$ cat src/rtl/memory_handler_pkg.sv
// Shared types and constants for the memory_handler data-memory access stage.
// Optional build macro: MEM_MISALIGN_CHECK_EN (rejects unaligned lw/sw).
package memory_handler_pkg;

  typedef enum logic [1:0] {
    IDLE = 2'd0,
    REQ  = 2'd1,
    WAIT = 2'd2,
    DONE = 2'd3
  } state_e;

  localparam logic [3:0] SEL_WORD  = 4'hF;
  localparam logic [3:0] SEL_BYTE0 = 4'b0001;

  function automatic logic [31:0] sext8(input logic [7:0] b);
    return {{24{b[7]}}, b};
  endfunction

endpackage

$ cat src/rtl/memory_handler_byte_lane_unit.sv
// Combinational byte-lane logic: store lane enables/replication and lb
// lane extraction with sign extension.
module byte_lane_unit
  import memory_handler_pkg::*;
(
  input  logic [1:0]  addr_lo,
  input  logic        byte_op,
  input  logic [31:0] wdata,
  input  logic [31:0] rdata,
  output logic [3:0]  sel,
  output logic [31:0] bus_wdata,
  output logic [31:0] rdata_ext
);

  logic [7:0] lane;

  always_comb begin
    // NOTE: every comb output gets a default first so no path infers a latch.
    lane = rdata[7:0];
    unique case (addr_lo)
      2'd0: lane = rdata[7:0];
      2'd1: lane = rdata[15:8];
      2'd2: lane = rdata[23:16];
      2'd3: lane = rdata[31:24];
    endcase

    sel       = byte_op ? (SEL_BYTE0 << addr_lo) : SEL_WORD;
    bus_wdata = byte_op ? {4{wdata[7:0]}} : wdata;
    rdata_ext = byte_op ? sext8(lane) : rdata;
  end

endmodule

$ cat src/rtl/memory_handler.sv
// Data-memory access stage: one outstanding bus transaction, pipeline freeze,
// timeout abort. Optional build macro: MEM_MISALIGN_CHECK_EN.
module memory_handler
  import memory_handler_pkg::*;
#(
  parameter int unsigned TIMEOUT_CYCLES = 64
) (
  input  logic        clk,
  input  logic        nrst,
  input  logic        read_mem,
  input  logic        write_mem,
  input  logic        load_byte,
  input  logic        store_byte,
  input  logic [31:0] addr,
  input  logic [31:0] wdata,
  input  logic [31:0] bus_rdata,
  input  logic        bus_busy,
  output logic        bus_read,
  output logic        bus_write,
  output logic [31:0] bus_addr,
  output logic [31:0] bus_wdata,
  output logic [3:0]  bus_sel,
  output logic        freeze,
  output logic [31:0] load_data,
  output logic        load_valid,
  output logic        mem_err
);

  localparam int CNT_W = $clog2(TIMEOUT_CYCLES + 1);

  state_e             state_q, state_d;
  logic [CNT_W-1:0]   cnt_q, cnt_d;
  logic [31:0]        addr_q, addr_d;
  logic [31:0]        wdata_q, wdata_d;
  logic               load_byte_q, load_byte_d;
  logic               store_byte_q, store_byte_d;
  logic               is_read_q, is_read_d;
  logic [31:0]        load_data_q, load_data_d;
  logic               load_valid_q, load_valid_d;
  logic               mem_err_q, mem_err_d;

  logic        req_one, req_both, misaligned, timeout_hit, active;
  logic [3:0]  lane_sel;
  logic [31:0] lane_wdata, rdata_ext;

  assign req_one     = read_mem ^ write_mem;
  assign req_both    = read_mem & write_mem;
  assign timeout_hit = (cnt_q == CNT_W'(TIMEOUT_CYCLES - 1));

`ifdef MEM_MISALIGN_CHECK_EN
  assign misaligned = (read_mem ? ~load_byte : ~store_byte) & (addr[1:0] != 2'b00);
`else
  assign misaligned = 1'b0;
`endif

  byte_lane_unit u_lanes (
    .addr_lo   (addr_q[1:0]),
    .byte_op   (is_read_q ? load_byte_q : store_byte_q),
    .wdata     (wdata_q),
    .rdata     (bus_rdata),
    .sel       (lane_sel),
    .bus_wdata (lane_wdata),
    .rdata_ext (rdata_ext)
  );

  always_ff @(posedge clk or negedge nrst) begin
    if (!nrst) begin
      state_q      <= IDLE;
      cnt_q        <= '0;
      addr_q       <= '0;
      wdata_q      <= '0;
      load_byte_q  <= 1'b0;
      store_byte_q <= 1'b0;
      is_read_q    <= 1'b0;
      load_data_q  <= '0;
      load_valid_q <= 1'b0;
      mem_err_q    <= 1'b0;
    end else begin
      // NOTE: state uses non-blocking assignments so every register samples pre-edge values.
      state_q      <= state_d;
      cnt_q        <= cnt_d;
      addr_q       <= addr_d;
      wdata_q      <= wdata_d;
      load_byte_q  <= load_byte_d;
      store_byte_q <= store_byte_d;
      is_read_q    <= is_read_d;
      load_data_q  <= load_data_d;
      load_valid_q <= load_valid_d;
      mem_err_q    <= mem_err_d;
    end
  end

  always_comb begin
    state_d      = state_q;
    cnt_d        = cnt_q;
    addr_d       = addr_q;
    wdata_d      = wdata_q;
    load_byte_d  = load_byte_q;
    store_byte_d = store_byte_q;
    is_read_d    = is_read_q;
    load_data_d  = load_data_q;
    load_valid_d = 1'b0;
    mem_err_d    = 1'b0;
    unique case (state_q)
      IDLE: begin
        if (req_both) begin
          mem_err_d = 1'b1;
        end else if (req_one) begin
          addr_d       = addr;
          wdata_d      = wdata;
          load_byte_d  = load_byte;
          store_byte_d = store_byte;
          is_read_d    = read_mem;
          if (misaligned) begin
            state_d   = DONE;
            mem_err_d = 1'b1;
          end else begin
            state_d = REQ;
          end
        end
      end
      REQ: state_d = WAIT;
      WAIT: begin
        if (!bus_busy) begin
          state_d = DONE;
          if (is_read_q) begin
            load_data_d  = rdata_ext;
            load_valid_d = 1'b1;
          end
        end else if (timeout_hit) begin
          state_d     = DONE;
          mem_err_d   = 1'b1;
          load_data_d = '0;
        end else begin
          cnt_d = cnt_q + 1'b1;
        end
      end
      DONE: begin
        cnt_d   = '0;
        state_d = IDLE;
      end
    endcase
  end

  // Bus fields are zero outside REQ/WAIT so reset leaves every output at 0.
  always_comb begin
    active     = (state_q == REQ) || (state_q == WAIT);
    bus_read   = (state_q == REQ) && is_read_q;
    bus_write  = (state_q == REQ) && !is_read_q;
    bus_addr   = active ? {addr_q[31:2], 2'b00} : 32'h0;
    bus_sel    = active ? lane_sel : 4'h0;
    bus_wdata  = active ? lane_wdata : 32'h0;
    freeze     = active || ((state_q == IDLE) && req_one && nrst);
    load_data  = load_data_q;
    load_valid = load_valid_q;
    mem_err    = mem_err_q;
  end

endmodule

$ cat config.mk
export PLATFORM = sky130hd
export DESIGN_NAME = memory_handler
export DESIGN_NICKNAME = d
export VERILOG_FILES = /design/src/rtl/memory_handler_pkg.sv /design/src/rtl/memory_handler_byte_lane_unit.sv /design/src/rtl/memory_handler.sv
export SDC_FILE = /design/constraint.sdc
export NUM_CORES = 1
export LEC_CHECK = 0
export CAP_MARGIN = 20
export CORE_MARGIN = 10
export CORE_UTILIZATION = 44
export CTS_CLUSTER_SIZE = 28
export DETAILED_ROUTE_END_ITERATION = 7
export GPL_ROUTABILITY_DRIVEN = 0
export PLACE_DENSITY = 0.84
export SLEW_MARGIN = 25
export SYNTH_ARGS = -nofsm -noshare
export SYNTH_HDL_FRONTEND = slang
export SYNTH_SLANG_ARGS = --single-unit
export TNS_END_PERCENT = 10
$ cat constraint.sdc
create_clock -name clk -period 2.59 [get_ports clk]
set_clock_uncertainty 0.1 [all_clocks]
set_input_delay 0.518 -clock clk [delete_from_list [all_inputs] [get_ports clk]]
set_output_delay 0.518 -clock clk [all_outputs]
set_load 0.005 [all_outputs]
After elaboration in Yosys (flattened, before gate mapping) --
Index checks and enable logic that the tools add are counted. Widths: inputs -> output; s select.
Word-level totals: input port bits 103, bits in writable memories 0, memories kept 0, latch bits 0, ROM bits 0, flip-flop bits (word level) 110, output and inout port bits 105
Cells by class: shifts and indexed selects 1, add/subtract/negate cells 1, bitwise gates (word level) 3, eq/ne operators 13, multipliers 0, div/mod/pow operators 0, reductions and logical operators 15, order comparisons 0, muxes and demuxes 26
Operators with widths (number):
- $mux 32 | 7
- $pmux 8 s4 | 1
- $mux 7 | 2
- $pmux 7 s2 | 1
- $reduce_and 3->1 | 4
- $eq 2x2->1 const B | 4
- $mux 2 | 4
- $mux 4 | 2
- $ne 2x2->1 const B | 4
- $pmux 2 s4 | 1
- $add 7x1->7 const B | 1
- $eq 7x6->1 const B | 1
- $mux 1 | 7
- $eq 2x1->1 const B | 2
- $logic_and 1x1->1 | 4
- $logic_not 2->1 | 2
- $reduce_bool 2->1 | 2
- $shl 1x2->4 const A | 1
- $ne 3x3->1 const B | 1
- $logic_or 1x1->1 | 2
- $ne 2x1->1 const B | 1
- $pmux 1 s2 | 1
- $and 1x1->1 | 1
- $logic_not 1->1 | 1
- other kinds (2) | 2

Longest topological paths before layout --
word-level depth 5, mapped depth 8, depth with buffers taken out 6

Hierarchy --
A second synthesis with hierarchy kept.
Unflattened totals: cell total of the unflattened synthesis 634, area, all modules 6184.7 um^2
Modules (own cells, without submodules):
- memory_handler | area each 5181.2 um^2, cells each 461, times used 1, seq. area each 2752.6 um^2
- byte_lane_unit | area each 1003.5 um^2, cells each 173, times used 1, seq. area each 0.0 um^2

Worst setup path before layout --
No wires, ideal clock.
path type register to output, start point register state_q[0], end point output bus_addr[10], path buffers 2, arrival 1.342 ns, path slack 0.630 ns, stages on the path, launching flop included 6, data required time 1.972 ns, cells stage by stage dfrtp_1 > inv_1 > ha_1 > clkbuf_1 > clkbuf_1 > and2_1
Between the ends: longest elaborated chain between the ends 3, elaborated cells between the ends (all ways) 4, those cells by class 2 x eq/ne; 1 x mux; 1 x reduce/logical
RTL lines:
- from (decl) | RTL line memory_handler.sv:31 | state_e state_q, state_d;
- from (signal assigned) | RTL line memory_handler.sv:80 | state_q <= state_d;
- $eq 2x1->1 / $eq 2x2->1 (equally long branches) | RTL line memory_handler.sv:147 | active = (state_q == REQ) || (state_q == WAIT);
- $logic_or 1x1->1 (*) | RTL line memory_handler.sv:147
- $mux 32 (*) | RTL line memory_handler.sv:150 | bus_addr = active ? {addr_q[31:2], 2'b00} : 32'h0;
- to (decl) | RTL line memory_handler.sv:20 | output logic [31:0] bus_addr,
Mark *: on every way between the ends. The rest lies on a longest branch, timed or not.

Worst setup path after layout --
start point register state_q[1], end point output bus_addr[2]
The elaborated chain is that of the path after synthesis.

==> flow_summary.ini <==
[global_routing]
grt_max_degree = 72
grt_pass1_wl_mm = 26.0
gr-usage-all-layers_pct = 19.6
grt_pass1_vias = 4785
grt_overflow = 0
antenna_found_initial = 0

[drt]
dr.first_iter.drc_count = 287
wl_per_cell_um = 20.3
vias = 4451
firstDrtPassIters = 4
drc_errors = 0
drt_wl_total_mm = 16.9
ant_nets = 0
vias_per_cell = 5.35

[clock_network]
path_clk_slew_ns = 0.07
htreeDepth = 3
clk_latency_ns = 0.34
cts.sinks = 110
cts_buffers = 9
hold_buffers = 0
cts-root-buf = clkbuf_16
cts_tree = built
clk_path_buf_depth = 2

[sta]
tightest_slew_ns = 0.919
min_period_ns = 2.55
hold_viol = 0
setup_ws_ns = 0.0420
slew_headroom_pct = 38.8
max_freq_ghz = 0.392
drv_slew = 0
finalCritPeriodShare_pct = 98.4
final-setup-viol-count = 0

[cells_and_area]
area_growth_pct = 52.0
diodes = 0
final_common_cell = clkdlybuf4s50_1
nNetsFinal = 790
final_cell_mix = clkdlybuf4s50_1, dfrtp_1, mux2_2, nand2_1, and2_1
design_area_sq_um = 8100
drive_above_1_share_pct = 18.5

[setup_path]
critPathLaunchType = flop
critical_path_peak_fanout = 15
critPathKind = flop to output port
cp.required_ns = 1.97
endpoint_kind = output port
worstPathArrival_ns = 1.93

[pwr]
leakage_nw = 3.86
powerDensity_nw_per_um2 = 1340
peakVddDrop_mv = 0.737
fin_total_pwr_w = 0.0108

[placement]
placed_area_sq_um = 7600
dp_slack_ns = 0.0404
hpwl_mm = 12.2
io_buffer_count = 205

[die]
io-pin-count = 208
die_w_um = 130
dieArea_sq_um = 16900
coreArea_sq_um = 11900
core.rowCount = 40
die-height_um = 130
start_util_pct = 44.7

[logic_synthesis]
ys_ff_latch = 110
synth_top_cell_area_share_pct = 51.7
post-synth-top-area-cell = dfrtp_1
avgSynthCellArea_sq_um = 11.4
synth_cells = 467
ys_warn_count = 0
ys_types = 44
synthTopCellsByArea = dfrtp_1, mux2_2, o2bb2ai_1
synth_area_sq_um = 5330
ys_seq_area_share_pct = 51.7

[flow_run]
drv_cap = 0

[min_path]
hp-class = primary input to asynchronous set/reset pin

[outcome]
status = complete, no violations
stage by stage:
| stage | hold WS, ns | utilization [%] | setup TNS (ns) | std cells |
|---|---|---|---|---|
| after global routing | 0.201 | 68.0 | -0.00891 | 832 |
| after global placement | 0.372 | 63.8 | 0 | 807 |
| after CTS | 0.184 | 67.1 | -0.0380 | 829 |
| final | 0.160 | 68.0 | 0 | 832 |
| after detailed placement | 0.373 | 63.8 | 0 | 807 |
| after floorplan | 0.122 | - | 0 | 468 |
synthesized netlist by cell type:
cell type and n:
dfrtp_1 110, mux2_2 68, nand2_1 47, and2_1 40, o2bb2ai_1 33, nor2_1 28, a21boi_0 23, clkbuf_1 14
buf_2 12, nand2b_1 11, a21oi_1 10, o21ai_0 9, mux2i_1 7, ha_1 6, inv_1 4, nand3_1 4
nor2b_1 4, a21boi_1 3, buf_6 3, a22o_1 2, a31oi_1 2, buf_4 2, nor3_1 2, nor4_1 2
o21a_1 2, a21o_1 1, a2bb2oi_2 1, a31o_2 1, a31oi_2 1, a32o_1 1, and3_1 1, conb_1 1
inv_2 1, mux2_1 1, mux2i_2 1, mux4_2 1, nand2_2 1, nor3b_1 1, o211ai_1 1, o21ai_1 1
o21ai_2 1, o22a_1 1, o311ai_1 1, o41ai_4 1
kinds of logic (layout without fill, tap and decap cells):
group | count (synthesis) | after routing | synth area share (%)
AO/OA/AOI/OAI | 95 | 95 | 14.0
adder cells (fa/ha/maj) | 6 | 6 | 1.41
buffers and inverters | 36 | 253 | 3.38
flip-flops | 110 | 110 | 51.7
multiplexers | 78 | 78 | 16.6
other | 1 | 2 | 0.0704
AND/OR/NAND/NOR | 141 | 141 | 12.9
routing by layer:
metal / global-route usage [%] / routed length (um) / up-vias
li1: - / - / 2052
met1: 22.0 / 6430 / 2216
met2: 33.4 / 8640 / 164
met3: 7.14 / 1540 / 19
met4: 7.21 / 283 / 0
met5: 0 / 0 / -
final timing paths:
check,from,endpoint,slack [ns],cells past startpoint
max,state_q[1],bus_addr[2],0.04,5
min,nrst,load_data[3],0.16,2
max reg2reg,cnt_q[0],state_q[1],0.55,5
min reg2reg,load_data[8],load_data[8],0.39,1
max in group asynchronous,nrst,load_data[9],0.93,3
min in group clk,load_data[8],load_data[8],0.39,1
worst max-delay path, stage by stage, from the launching register on:
cell and delay, ns:
dfrtp_1 0.35, inv_1 0.08, ha_4 0.35, buf_12 0.15
and2_1 0.13, clkdlybuf4s50_1 0.50
power breakdown:
part / internal [W] / total (W) / leakage [nW] / switching (W)
registers: 0.00255 / 0.00308 / 1.34 / 0.000527
clock network: 0.000799 / 0.00141 / 0.149 / 0.000613
logic: 0.00368 / 0.00633 / 2.38 / 0.00265
total: 0.00703 / 0.0108 / 3.86 / 0.00379
repair_timing:
item / in CTS / in global routing
endpoints found under the setup margin: 67 / 36
gates cloned: 2 / 1
pin swaps: 1 / 1
endpoints found under the hold margin: 0 / 0
buffers inserted: 5 / 2
resized for setup: 44 / 35
cell type report:
type	instances	area, sq um
clock buffer	12	256
clock inverter	3	43.8
fill	904	3810
inverter	5	18.8
multi-input combinational	322	2430
sequential	110	2750
tap	147	184
timing repair buffer	233	2420
state kept, by name (all words and copies together) (netlist names):
signal        flops
load_data        32
load_valid        1
is_read_q         1
mem_err           1
cnt_q             7
addr_q           32
state_q           2
load_byte_q       1
wdata_q          32
store_byte_q      1
Power figures use the tool's default switching activity.
